$ cat src/rtl/idwt_haar_non_pipelined.sv
// Inverse single-level Haar DWT: rebuilds N samples from N/2 cA/cD pairs, one pair per 3 cycles.
// Optional IDWT_SAT_EN macro clamps each result to the 16-bit range instead of wrapping.
module idwt_haar_non_pipelined #(
  parameter int N = 8
) (
  input  logic                  clk,
  input  logic                  rst,
  input  logic                  start,
  input  logic [16*(N/2)-1:0]   cA_in,
  input  logic [16*(N/2)-1:0]   cD_in,
  output logic [16*N-1:0]       array_out,
  output logic                  busy,
  output logic                  done
);
  localparam int P  = N / 2;
  localparam int IW = (P > 1) ? $clog2(P) : 1;

  typedef enum logic [2:0] {IDLE, LOAD, PROCESS, STORE, DONE} state_t;

  state_t            state_q, state_d;
  logic [IW-1:0]     idx_q, idx_d;
  logic [16*P-1:0]   ca_snap_q, cd_snap_q;
  logic [15:0]       ca_q, cd_q, x0_q, x1_q;
  logic [16*N-1:0]   out_q;
  logic              busy_q, done_q;
  logic [31:0]       a_w, d_w, sum_w, dif_w;

  // x181 as shift-add on the sign-extended coefficient (~1/sqrt2 after >>8)
  function automatic logic [31:0] mul181(input logic [15:0] v);
    logic [31:0] s;
    s = {{16{v[15]}}, v};
    return (s << 7) + (s << 5) + (s << 4) + (s << 2) + s;
  endfunction

  function automatic logic [15:0] fit(input logic [31:0] s);
`ifdef IDWT_SAT_EN
    if (!s[31] && (s[30:23] != 8'h00))      return 16'h7FFF;
    else if (s[31] && (s[30:23] != 8'hFF))  return 16'h8000;
    else                                    return s[23:8];
`else
    return s[23:8];
`endif
  endfunction

  assign a_w   = mul181(ca_q);
  assign d_w   = mul181(cd_q);
  assign sum_w = a_w + d_w;
  assign dif_w = a_w + ~d_w + 32'd1;

  always_ff @(posedge clk) begin
    if (rst) begin
      state_q <= IDLE;
      idx_q   <= '0;
      busy_q  <= 1'b0;
      done_q  <= 1'b0;
    end else begin
      state_q <= state_d;
      idx_q   <= idx_d;
      busy_q  <= (state_d == LOAD) || (state_d == PROCESS) || (state_d == STORE);
      done_q  <= (state_d == DONE);
    end
  end

  always_comb begin
    state_d = state_q;
    idx_d   = idx_q;
    case (state_q)
      IDLE: if (start) begin
        state_d = LOAD;
        idx_d   = '0;
      end
      LOAD:    state_d = PROCESS;
      PROCESS: state_d = STORE;
      STORE: begin
        if (idx_q == IW'(P - 1)) state_d = DONE;
        else begin
          state_d = LOAD;
          idx_d   = idx_q + 1'b1;
        end
      end
      DONE:    if (!start) state_d = IDLE;
      default: state_d = IDLE;
    endcase
  end

  always_ff @(posedge clk) begin
    if (rst) begin
      ca_snap_q <= '0;
      cd_snap_q <= '0;
      ca_q      <= '0;
      cd_q      <= '0;
      x0_q      <= '0;
      x1_q      <= '0;
      out_q     <= '0;
    end else begin
      case (state_q)
        IDLE: if (start) begin
          ca_snap_q <= cA_in;
          cd_snap_q <= cD_in;
          out_q     <= '0;
        end
        LOAD: begin
          ca_q <= ca_snap_q[int'(idx_q)*16 +: 16];
          cd_q <= cd_snap_q[int'(idx_q)*16 +: 16];
        end
        PROCESS: begin
          x0_q <= fit(sum_w);
          x1_q <= fit(dif_w);
        end
        STORE:   out_q[int'(idx_q)*32 +: 32] <= {x1_q, x0_q};
        default: ;
      endcase
    end
  end

  assign array_out = out_q;
  assign busy      = busy_q;
  assign done      = done_q;
endmodule
$ cat config.mk
export PLATFORM = sky130hd
export DESIGN_NAME = idwt_haar_non_pipelined
export DESIGN_NICKNAME = d
export VERILOG_FILES = /design/src/rtl/idwt_haar_non_pipelined.sv
export SDC_FILE = /design/constraint.sdc
export NUM_CORES = 1
export LEC_CHECK = 0
export ABC_AREA = 1
export BUFFER_PORTS_ARGS = -buffer_cell sky130_fd_sc_hd__buf_2
export CAP_MARGIN = 5
export CORE_MARGIN = 3
export CORE_UTILIZATION = 25
export CTS_BUF_LIST = sky130_fd_sc_hd__clkbuf_16
export CTS_CLUSTER_SIZE = 16
export DETAILED_ROUTE_END_ITERATION = 12
export HOLD_SLACK_MARGIN = 0.12
export PLACE_DENSITY = 0.37
export SYNTH_ARGS = -nofsm -noshare
export SYNTH_HDL_FRONTEND = slang
export SYNTH_SLANG_ARGS = --single-unit
export TNS_END_PERCENT = 50
$ cat constraint.sdc
create_clock -name clk -period 13.24 [get_ports clk]
set_clock_uncertainty 0.1 [all_clocks]
set_input_delay 1.986 -clock clk [delete_from_list [all_inputs] [get_ports clk]]
set_output_delay 1.986 -clock clk [all_outputs]
set_load 0.1 [all_outputs]
* After elaboration in Yosys (flattened, before gate mapping) *
Index checks and enable logic that the tools add are counted.

storage, ports and cells
  flip-flop bits (word level) = 327
  latch bits = 0
  RAM bits = 0
  ROM bits = 0
  input port bits = 131
  word-level logic and storage cells = 57
  memories kept = 0

cells by class
  add/sub/neg operators = 13
  $mul = 0
  div/mod/pow operators = 0
  $lt $le $gt $ge = 0
  equality and inequality tests = 11
  shift operators = 4
  mux-type cells = 10
  bitwise operators = 1
  reductions and logical operators = 7

operators by type and width
  kind                         count
  $pmux W128 S2                1
  $bwmux W128                  1
  $mux W128                    1
  $shift A32 B33 Y128 const A  1
  $shiftx A32 B33 Y128         1
  $shiftx A64 B7 Y16           2
  $add A23 B21 Y24             2
  $add A24 B16 Y24             2
  $add A24 B18 Y24             2
  $add A24 B20 Y24             2
  $add A24 B24 Y24             2
  $neg A7 Y33                  1
  $add A24 B1 Y24 const B      1
  $not A24 Y24                 1
  $pmux W3 S5                  1
  $eq A3 B2 Y1 const B         4
  $mux W3                      3
  $eq A3 B1 Y1 const B         2
  $eq A3 B3 Y1 const B         2
  $mux W2                      2
  $ne A2 B2 Y1 const B         2
  $pmux W2 S2                  1
  $reduce_and A2 Y1            2
  $logic_not A3 Y1             1
  other kinds (5)              6

* Depth between registers and ports, before layout *
Gate-level depths: netlist (run 1).

  word-level depth = 7
  depth in mapped cells = 31
  gate-level depth less buffers = 31

* Worst setup path before layout (run 1) *
Ideal clock, no wire load.

  path type = flip-flop to flip-flop
  start point = register cd_q[0]
  end point = register x1_q[13]
  setup time = 0.114 ns
  data arrival time = 4.725 ns
  setup slack = 8.302 ns
  cell stages (with the launch flop) = 27
  cell sequence = dfxtp_1 inv_1 fa_1 inv_1 fa_1 fa_1 ha_1 a21oi_1 nand2_2 a21oi_4 o21ai_2 a21oi_2 o21ai_2 xor2_1 inv_1 ha_1 buf_2 nor2_1 inv_1 nor2_1 nand2_1 nor3_1 o21ai_0 nand3_1 nor2_1 o21bai_1 inv_1

on the way
  cells in the longest elaborated chain, start to end = 7

RTL lines
  item                      RTL line  text
  start: declaration        23        logic [15:0] ca_q, cd_q, x0_q, x1_q;
  start signal: assignment  104       cd_q <= cd_snap_q[int'(idx_q)*16 +: 16];
  $add A23 B21 Y24          32        return (s << 7) + (s << 5) + (s << 4) + (s << 2) + s;
  $add A24 B20 Y24          32
  $add A24 B18 Y24          32
  $add A24 B16 Y24 *        32
  $not A24 Y24 *            48        assign dif_w = a_w + ~d_w + 32'd1;
  $add A24 B24 Y24 *        48
  $add A24 B1 Y24 *         48
  end signal: assignment    108       x1_q <= fit(dif_w);
  end: declaration          23

Every way passes the cells marked *; elsewhere a longest branch is shown, timed or not.
A chain may end at the register's enable or synchronous reset.

* Worst setup path after layout (run 1) *
  start point = register cd_q[6]
  end point = register x1_q[13]

The elaborated chain is that of the path after synthesis.

==> results of run 1 <==
[cells by family after synthesis]
group / after synthesis / share of synthesized area [%]
AOI/OAI and AO/OA: 807 / 21.4
and+or+nand+nor: 725 / 15.2
buffers and inverters: 653 / 12.7
DFF: 327 / 33.1
adders and majority gates: 200 / 15.7
xor gates and xnor gates: 43 / 1.90
[registers in the layout, indices dropped and copies added, names as in the netlist, 2 cells and up]
| name | count |
|---|---|
| array_out | 128 |
| ca_q | 16 |
| ca_snap_q | 64 |
| cd_q | 16 |
| cd_snap_q | 64 |
| idx_q | 2 |
| state_q | 3 |
| x0_q | 16 |
| x1_q | 16 |
[area by class of cell]
type / instances / area [µm²] / share of cell area, %
multi-input cells: 1775 / 10800 / 46.2
flip-flops and latches: 327 / 6550 / 28.1
inverters: 511 / 1920 / 8.23
repair buffers: 273 / 1420 / 6.08
well taps: 1040 / 1300 / 5.58
clock buffers: 41 / 1030 / 4.40
clock inverters: 30 / 342 / 1.47
[worst paths after layout]
path                               startpoint             to  slack (ns)  cells past startpoint
worst min register to register  ca_snap_q[15]  ca_snap_q[15]        0.34                      2
worst max-delay path                  cd_q[6]       x1_q[13]        7.45                     25
worst min-delay path            ca_snap_q[15]  ca_snap_q[15]        0.34                      2
worst max register to register        cd_q[6]       x1_q[13]        7.45                     25
[cell usage in the layout (no fill, tap or decap), drive strengths merged, types with 3 or more instances in the layout]
cell / synthesis / layout
ha: 120 / 120
dfxtp: 327 / 327
o21ai: 287 / 287
buf: 48 / 273
o21a: 12 / 12
nand4: 8 / 8
and2: 3 / 3
clkinv: 0 / 12
xnor2: 16 / 16
nor3: 19 / 19
xor2: 27 / 27
inv: 511 / 522
a31oi: 7 / 7
o21bai: 26 / 26
nor2: 103 / 103
clkbuf: 94 / 41
nand2: 460 / 460
fa: 80 / 80
nand3: 126 / 126
a21o: 3 / 3
a211oi: 4 / 4
bufinv: 0 / 7
nor4: 3 / 3
a21oi: 458 / 458
[power by group]
group	switching [W]	internal, W	total [W]
clock network	0.000467	0.000701	0.00117
logic	0.00227	0.000930	0.00320
registers	0.0000674	0.00106	0.00113
total	0.00281	0.00269	0.00550
[worst min-delay path: cells and delay by family (launching register included)]
| kind | cells | cell delay (ns) |
|---|---|---|
| AOI/OAI and AO/OA | 1 | 0.05 |
| buffers and inverters | 1 | 0.04 |
| DFF | 1 | 0.30 |
[cell usage after synthesis, types with 3 or more instances]
| cell | instances |
|---|---|
| o21ai_1 | 8 |
| clkbuf_1 | 92 |
| a21oi_1 | 453 |
| xnor2_1 | 16 |
| ha_1 | 120 |
| o21bai_1 | 26 |
| a21oi_2 | 4 |
| a31oi_1 | 7 |
| inv_1 | 507 |
| a21o_1 | 3 |
| dfxtp_1 | 327 |
| buf_2 | 31 |
| inv_2 | 4 |
| nor3_1 | 15 |
| nand3_1 | 125 |
| and2_1 | 3 |
| buf_1 | 14 |
| nor2_2 | 4 |
| o21ai_2 | 5 |
| nand2_2 | 5 |
| nor2_1 | 99 |
| fa_1 | 80 |
| nand4_1 | 8 |
| nand2_1 | 455 |
| xor2_1 | 27 |
| a211oi_1 | 4 |
| o21ai_0 | 274 |
| buf_4 | 3 |
| o21a_1 | 12 |
[through the flow]
step,cells,hold slack (ns),utilization [%],instance area [µm²],power (W)
6_report,3997,0.340,29.9,23300,0.00550
5_1_grt,3997,0.358,29.9,23300,0.00598
4_1_cts,3997,0.343,29.9,23300,0.00557
3_5_place_dp,3926,0.334,28.2,21900,0.00436
3_3_place_gp,3926,0.331,28.2,21900,0.00440
2_1_floorplan,2755,0.320,-,19800,0.00328
[layer usage]
layer	vias to the layer above	part of all wire, %
met4	0	2.7
met1	8488	45
li1	9164	-
met2	363	48
met5	-	0
met3	83	4.3
==> out/summary.txt, run 1 <==
Status: complete, no violations
Library cells used by synthesis: 46
CP bufs+invs: 7
Final Critical Period: 5.79 ns
Final WS setup: 7.45 ns
TritonCTS Sinks: 327
EDFF count, synth: 0
CTS Hold Buffers Added: 0
Synth top area share: 33.1%
Avg Cell Area, Syn: 7.18 µm²
Clock transition at path regs: 0.05 ns
Ys Warns: 0
DRT iter0 DRCs: 876
Top cells by area, synth: dfxtp_1 33%, a21oi_1 11%, inv_1 9.6%, nand2_1 8.6%, fa_1 8.1%
Core ar.: 0.0778 mm²
# DRC: 0
Clock Latency Late Sink: 0.57 ns
All-layer global routing usage: 17.0%
Most used cell, CP: inv_1
Critical Path Sink Type: register
Total gr overflow: 0
CTS tree: done
Worst Path Required: 13.58 ns
Max rail drop VDD: 0.000155 V
Final hold vios: 0
Part of the cycle the worst path needs: 43.8%
Worst Path Arrival: 6.14 ns
Placer Congestion: 0.870
Largest net degree at the start of global routing: 257
I/O pin count: 261
Worst hold path type: register to register
Async set-reset flop share out of synthesis: 0%
Fillers: 8,758
Gr busiest metal: met2
Vias in the first global route: 17,900
First-pass GRT wire length: 109 mm
Global routing usage on met1: 22.0%
Diode count: 0
Post-CTS setup buffer count: 0
Cell count after synthesis: 2,755
Fin. max-slew vios: 0
Met2 capacity usage during global routing: 29.3%
Routed Antenna Nets: 0
Cell taking the most area after synthesis: dfxtp_1
CTS buffer count: 41
Fmax: 0.173 GHz
Static leakage: 11.1 nW
Crit-path max cell delay: 0.55 ns
Die area: 0.0825 mm²
Pwr Density: 236 mW/mm²
Seq cells post-synth: 327
Row cnt: 102
Antenna violations before repair: 0
Net Count, Synth: 3,086
Vias: 18,100
Routed length per instance: 18.1 µm
Share of layout cells above drive strength 1: 12.4%
Final nets: 3,260
Drt first pass iters: 5
GR Util met3: 2.76%
CP top delay family: adder cells
Slowest CP cell: fa_1
Initial Utilization: 25.4%
DP Worst Slack: 7.45 ns
WS Path Type: register to register
Port-buffer cells: 260
CTS resizes: 0
Final setup viols: 0
Final WL: 72.5 mm
Type of origin of the critical path: register
Setup tns final: 0 ns
Syn Std Cell Area: 0.0198 mm²
MaxCap Viol Count: 0
Max Fanout on Critical Path: 8
Slew Limit Headroom: 20.7%
Clk root buf: clkbuf_16
Die X: 287 µm
Dpl hpwl: 55.7 mm
Top FF cell, synth: dfxtp_1
Area added between synthesis and finish: 17.9%
CTS HTree Levels: 2
Die Span Y: 287 µm
Seq/Total Area, Yosys: 33.1%
RSZ-0062 raised after global routing: no
Vias per cell: 4.53
Clk buf depth: 3
Worst-Margin Slew: 1.19 ns
Power figures use the tool's default switching activity.
==> inputs of run 2 (changes only) <==
- ABC_AREA: 1 -> 0
- clock period: 13.24 -> 5.6 ns (I/O delays scaled with it)
==> run 2 against run 1 <==
Via count down 19%. Non-clock buffer count rose by 126. Wire length shrank 25%. Clock-buffer cell count is 4 higher. Largest power group is now the clock network.
==> out/summary.txt, run 2 <==
Syn Std Cell Area: 0.0176 mm²
Hold_ws: 0.351 ns
Gr busiest metal: met2
Final WL: 54.7 mm
Final Util: 32.5%
CTS HTree Levels: 2
Fillers: 7,311
Final setup viols: 0
Status: complete, no violations
Vias per cell: 4.46
Worst-Margin Slew: 1.12 ns
Final Critical Period: 5.58 ns
DRT iter0 DRCs: 736
RSZ-0062 raised after global routing: yes
Area added between synthesis and finish: 27.8%
Xor and xnor area share after synthesis: 2.93%
Die Span Y: 271 µm
Final nets: 2,672
Depth of the most critical reg-to-reg path: 23
Reg2reg start: cd_q[2]
Die X: 271 µm
Top FF cell, synth: dfxtp_1
Global routing usage on met1: 20.3%
CTS Hold Buffers Added: 0
Ys Warns: 0
Largest net degree at the start of global routing: 153
Met2 capacity usage during global routing: 23.9%
Clock transition at path regs: 0.05 ns
Worst Path Arrival: 5.90 ns
Clk root buf: clkbuf_16
Pwr Density: 298 mW/mm²
Routed Antenna Nets: 0
Largest family of logic cells by synthesized area: adder cells
EDFF count, synth: 0
Final hold vios: 0
Static leakage: 10.1 nW
Share of layout cells above drive strength 1: 24.5%
Async set-reset flop share out of synthesis: 0%
Critical Path, Cell by Cell: inv_4 -> fa_1 -> inv_1 -> fa_1 -> fa_1 -> ha_4 -> buf_6 -> nor2b_4 -> o31a_1 -> o2bb2ai_2 -> o21bai_1 -> a21o_1 -> a21o_1 -> a21o_1 -> xor2_2 -> ha_4 -> nor4_4 -> nand2b_1 -> o211a_4 -> o211a_4 -> o21ai_2 -> xor2_1 -> a211oi_2
I/O pin count: 261
MaxCap Viol Count: 0
Worst Path Required: 5.91 ns
Crit Reg-Reg Endpoint: x1_q[14]
Final WS setup: 0.0162 ns
Max rail drop VDD: 0.000179 V
GR Util met3: 2.08%
CTS buffer count: 43
Compound-Gate Fraction of Synth Area: 16.7%
Row cnt: 96
Type of origin of the critical path: register
Placer Congestion: 0.777
Drt first pass iters: 4
Slew Limit Headroom: 25.4%
Antenna violations before repair: 2
Hold Crit Endpoint: cd_snap_q[37]
Net Count, Synth: 2,351
# DRC: 0
Total gr overflow: 0
WS Path Type: register to register
Fin. max-slew vios: 0
Commonest non-fill, non-tap cell in the layout: nand2_1
Count leader, synth: nand2_1
Commonest cells in the netlist: 354 x nand2_1, 327 x dfxtp_1, 219 x a21oi_1, 198 x inv_1, 184 x nor2_1
Clock Latency Late Sink: 0.54 ns
Crit-path max cell delay: 0.60 ns
Worst hold path type: register to register
Cell taking the most area after synthesis: dfxtp_1
First-pass GRT wire length: 85.9 mm
Port-buffer cells: 260
Top cells by area, synth: dfxtp_1 37%, fa_1 9.1%, ha_1 8.5%, nand2_1 7.6%, a21oi_1 6.2%
Slowest CP cell: fa_1
Dpl hpwl: 40.1 mm
Avg Cell Area, Syn: 8.70 µm²
Vias: 14,700
Simple-Gate Fraction of Synth Area: 14.4%
Max Fanout on Critical Path: 3
All-layer global routing usage: 14.5%
Seq/Total Area, Yosys: 37.3%
Core ar.: 0.0691 mm²
Post-synthesis mux area share: 4.16%
Clk buf depth: 3
Cell count after synthesis: 2,020
Critical Path Sink Type: register
Part of the cycle the worst path needs: 99.7%
TritonCTS Sinks: 327
Routed length per instance: 16.6 µm
Hold path start: cd_snap_q[37]
Synth top area share: 37.3%
Library cells used by synthesis: 60
Fmax: 0.179 GHz
Max reg flops: 128
DP Worst Slack: -0.183 ns
CTS tree: done
Seq cells post-synth: 327
WHS Path Cells: 2
Initial Utilization: 25.4%
Most frequent cells in the layout: 354 x nand2_1, 318 x dfxtp_1, 259 x buf_2, 203 x a21oi_1, 201 x inv_1
Diode count: 0
FF-to-FF setup slack: 0.02 ns
Post-Synth Adder-Cell Area: 17.7%
Vias in the first global route: 14,800
Die area: 0.0735 mm²
run 2: cell types whose count changed after synthesis, sizes merged, moves of 32 or more:
cell	delta
inv	-313
o21ai	-262
a21oi	-239
a22oi	+129
nand3	-117
nand2	-106
nor2	+81
buf	-41
mux4	+32
run 2: layer usage:
layer	routed length (µm)	up-vias	part of all wire (%)
li1	-	7375	-
met4	780	0	1.4
met1	26300	6986	48
met2	25500	284	47
met5	0	-	0
met3	2010	55	3.7
run 2: worst max-delay path by stage:
stage	startpoint	endpoint	slack, ns	cells after the start
2_1_floorplan	cd_q[5]	x1_q[15]	0.02	23
3_3_place_gp	cd_q[3]	x1_q[15]	-0.1	23
3_5_place_dp	cd_q[3]	x1_q[15]	-0.18	24
4_1_cts	ca_q[3]	x1_q[14]	0.002	23
5_1_grt	cd_q[2]	x1_q[14]	-0.19	23
6_report	cd_q[2]	x1_q[14]	0.02	23
run 2: where the power goes:
group | switching, W | total, W | internal, W
clock | 0.00103 | 0.00256 | 0.00153
combinational | 0.000875 | 0.00159 | 0.000717
sequential | 0.0000936 | 0.00253 | 0.00244
total | 0.00200 | 0.00668 | 0.00468
run 2: critical path: cells and delay by family (launching register included):
family	cells	cell delay [ns]
AO/OA/AOI/OAI	10	1.88
XOR/XNOR	2	0.40
adder cells (fa/ha/maj)	5	2.08
buffers and inverters	3	0.21
flip-flops	1	0.35
AND/OR/NAND/NOR	3	0.45
run 2: kinds of logic after synthesis:
kind of cell | after synthesis
fa+ha+maj | 200
simple gates | 618
xor+xnor | 58
compound gates | 463
mux | 33
buf+inv | 321
flops | 327
run 2: final cells by class:
cell class	instances	area, µm²	share of cell area [%]
clock buffer	45	1130	5.02
multi-input combinational	1372	10300	45.8
inverter	198	751	3.35
tap	931	1160	5.19
sequential	327	6560	29.2
clock inverter	27	175	0.781
timing repair buffer	399	2400	10.7
run 2: metrics by stage:
step           setup TNS (ns)  std cells  instance area [µm²]  total power (W)
2_1_floorplan               0       2020                17600          0.00345
3_3_place_gp           -0.297       3214                20600          0.00405
3_5_place_dp            -1.16       3214                20600          0.00406
4_1_cts                     0       3293                22100          0.00670
5_1_grt                 -1.18       3299                22400          0.00707
6_report                    0       3299                22400          0.00668
run 2: repair_timing:
action	4_1_cts	5_1_grt
gates cloned	0	0
pin swaps	21	51
setup buffers	7	6
setup endpoints to repair	14	18
resized for setup	19	69
==> inputs of run 3 (changes only) <==
- CORE_MARGIN: 3 -> 4
- GPL_TIMING_DRIVEN: default -> 0
==> run 3 against run 2 <==
The run now ends with setup timing left. First-iteration DRC count up 5.6%. Register-to-register slack worse by 0.09 ns. Sequential cell count is the same. Sequential power about the same. Wire length grew 10%. Via count rose by 2.1%. Non-clock buffer count rose by 20. Sequential share of layout area increased by 0.36 points.
==> out/summary.txt, run 3 (same netlist as run 2, synthesis figures left out) <==
Share of layout cells above drive strength 1: 21.9%
TritonCTS Sinks: 327
Routed Antenna Nets: 0
Largest net degree at the start of global routing: 12
Clk buf depth: 3
Max Fanout on Critical Path: 3
# DRC: 0
Pwr Density: 297 mW/mm²
Total gr overflow: 0
Area added between synthesis and finish: 27.2%
Type of origin of the critical path: register
I/O pin count: 261
Drt first pass iters: 7
All-layer global routing usage: 15.8%
Die X: 273 µm
Clock transition at path regs: 0.05 ns
Worst-Margin Slew: 1.05 ns
Final nets: 2,691
Status: complete, but fails checks
Final WS setup: -0.0714 ns
Most frequent cells in the layout: 354 x nand2_1, 306 x dfxtp_1, 259 x buf_2, 206 x a21oi_1, 185 x inv_1
Core ar.: 0.0691 mm²
MaxCap Viol Count: 0
DRT iter0 DRCs: 777
Clk root buf: clkbuf_16
Critical Path Sink Type: register
Static leakage: 9.68 nW
Overall Power: 0.00664 W
Worst hold path type: register to register
Depth of the most critical reg-to-reg path: 22
Placer Congestion: 0.800
Routed length per instance: 18.2 µm
Dpl hpwl: 48.3 mm
Vias per cell: 4.51
Hold path start: cd_snap_q[16]
Vias: 15,000
CTS Hold Buffers Added: 0
Fin. max-slew vios: 0
Row cnt: 96
Setup tns final: -0.147 ns
CTS buffer count: 42
Slew Limit Headroom: 30.3%
Max rail drop VDD: 0.000192 V
Clock Latency Late Sink: 0.55 ns
Die area: 0.0746 mm²
Final hold vios: 0
Diode count: 0
Final setup viols: 5
Antenna violations before repair: 2
CTS HTree Levels: 2
Fmax: 0.176 GHz
FF-to-FF setup slack: -0.07 ns
RSZ-0062 raised after global routing: yes
Worst Path Arrival: 5.94 ns
Max reg flops: 128
WHS Path Cells: 2
DP Worst Slack: -0.808 ns
First-pass GRT wire length: 91.5 mm
Crit Reg-Reg Endpoint: x1_q[14]
Initial Utilization: 25.4%
Reg2reg start: ca_q[2]
Die Span Y: 273 µm
WS Path Type: register to register
Final Critical Period: 5.67 ns
CTS tree: done
Vias in the first global route: 15,400
Fillers: 7,422
Hold Crit Endpoint: cd_snap_q[16]
Commonest non-fill, non-tap cell in the layout: nand2_1
Final WL: 60.4 mm
Final Util: 32.4%
Port-buffer cells: 259
Part of the cycle the worst path needs: 101%
Violated checks: setup timing
Worst Path Required: 5.87 ns
==> run 3: how the worst max path moves through the flow <==
stage                  from        to  slack, ns  depth (start not counted)
floorplan           cd_q[5]  x1_q[15]       0.02                         23
global placement    ca_q[2]  x1_q[14]      -0.79                         23
detailed placement  ca_q[2]  x1_q[14]      -0.81                         23
CTS                 ca_q[2]  x1_q[14]      -0.15                         22
global route        ca_q[5]  x1_q[14]      -0.28                         23
finish              ca_q[2]  x1_q[14]      -0.07                         22
==> run 3: layout make-up <==
class | count | area, µm² | area share (%)
buffer | 115 | 432 | 1.93
clock buffer | 43 | 1080 | 4.82
clock inverter | 34 | 205 | 0.918
tap | 931 | 1160 | 5.21
inverter | 198 | 768 | 3.44
multi-input combinational | 1372 | 10400 | 46.8
sequential | 327 | 6610 | 29.6
timing repair buffer | 304 | 1640 | 7.35
==> run 3: through the flow <==
| step | cells | hold WS, ns | area (µm²) |
|---|---|---|---|
| 3_5_place_dp | 3210 | 0.347 | 20100 |
| 5_1_grt | 3324 | 0.373 | 22300 |
| 2_1_floorplan | 2020 | 0.333 | 17600 |
| 3_3_place_gp | 3210 | 0.339 | 20100 |
| 6_report | 3324 | 0.351 | 22300 |
| 4_1_cts | 3307 | 0.355 | 22000 |
==> run 3: worst max-delay path, cell delays in order (launching register included) <==
cell and delay [ns]:
dfxtp_4 0.37, inv_6 0.05, fa_1 0.53, inv_1 0.05
fa_1 0.45, fa_1 0.54, ha_4 0.22, nor2b_4 0.12
o31a_1 0.30, o41a_1 0.43, a21oi_2 0.19, o21bai_2 0.08
nor2_1 0.14, nor2_2 0.06, xor2_2 0.25, ha_4 0.27
nor4_4 0.29, nand2b_1 0.08, o211a_1 0.27, o211a_4 0.27
o21ai_2 0.12, xor2_1 0.21, a211oi_1 0.10
==> run 3: power breakdown <==
group / total, W / switching, W / internal (W)
clock network: 0.00252 / 0.00104 / 0.00148
logic: 0.00157 / 0.000917 / 0.000654
registers: 0.00254 / 0.000111 / 0.00243
==> run 3: what timing repair did <==
action,CTS,global route
pin swaps,38,39
setup buffers,27,18
endpoints found under the setup margin,19,19
resized for setup,118,58
==> run 3: layer usage <==
layer / vias to the layer above / GRT usage (%) / wire length, µm
met3: 77 / 2.48 / 2890
met5: - / 0 / 11
li1: 7437 / - / -
met2: 337 / 27.9 / 29500
met4: 2 / 3.61 / 1300
met1: 7152 / 20.4 / 26700
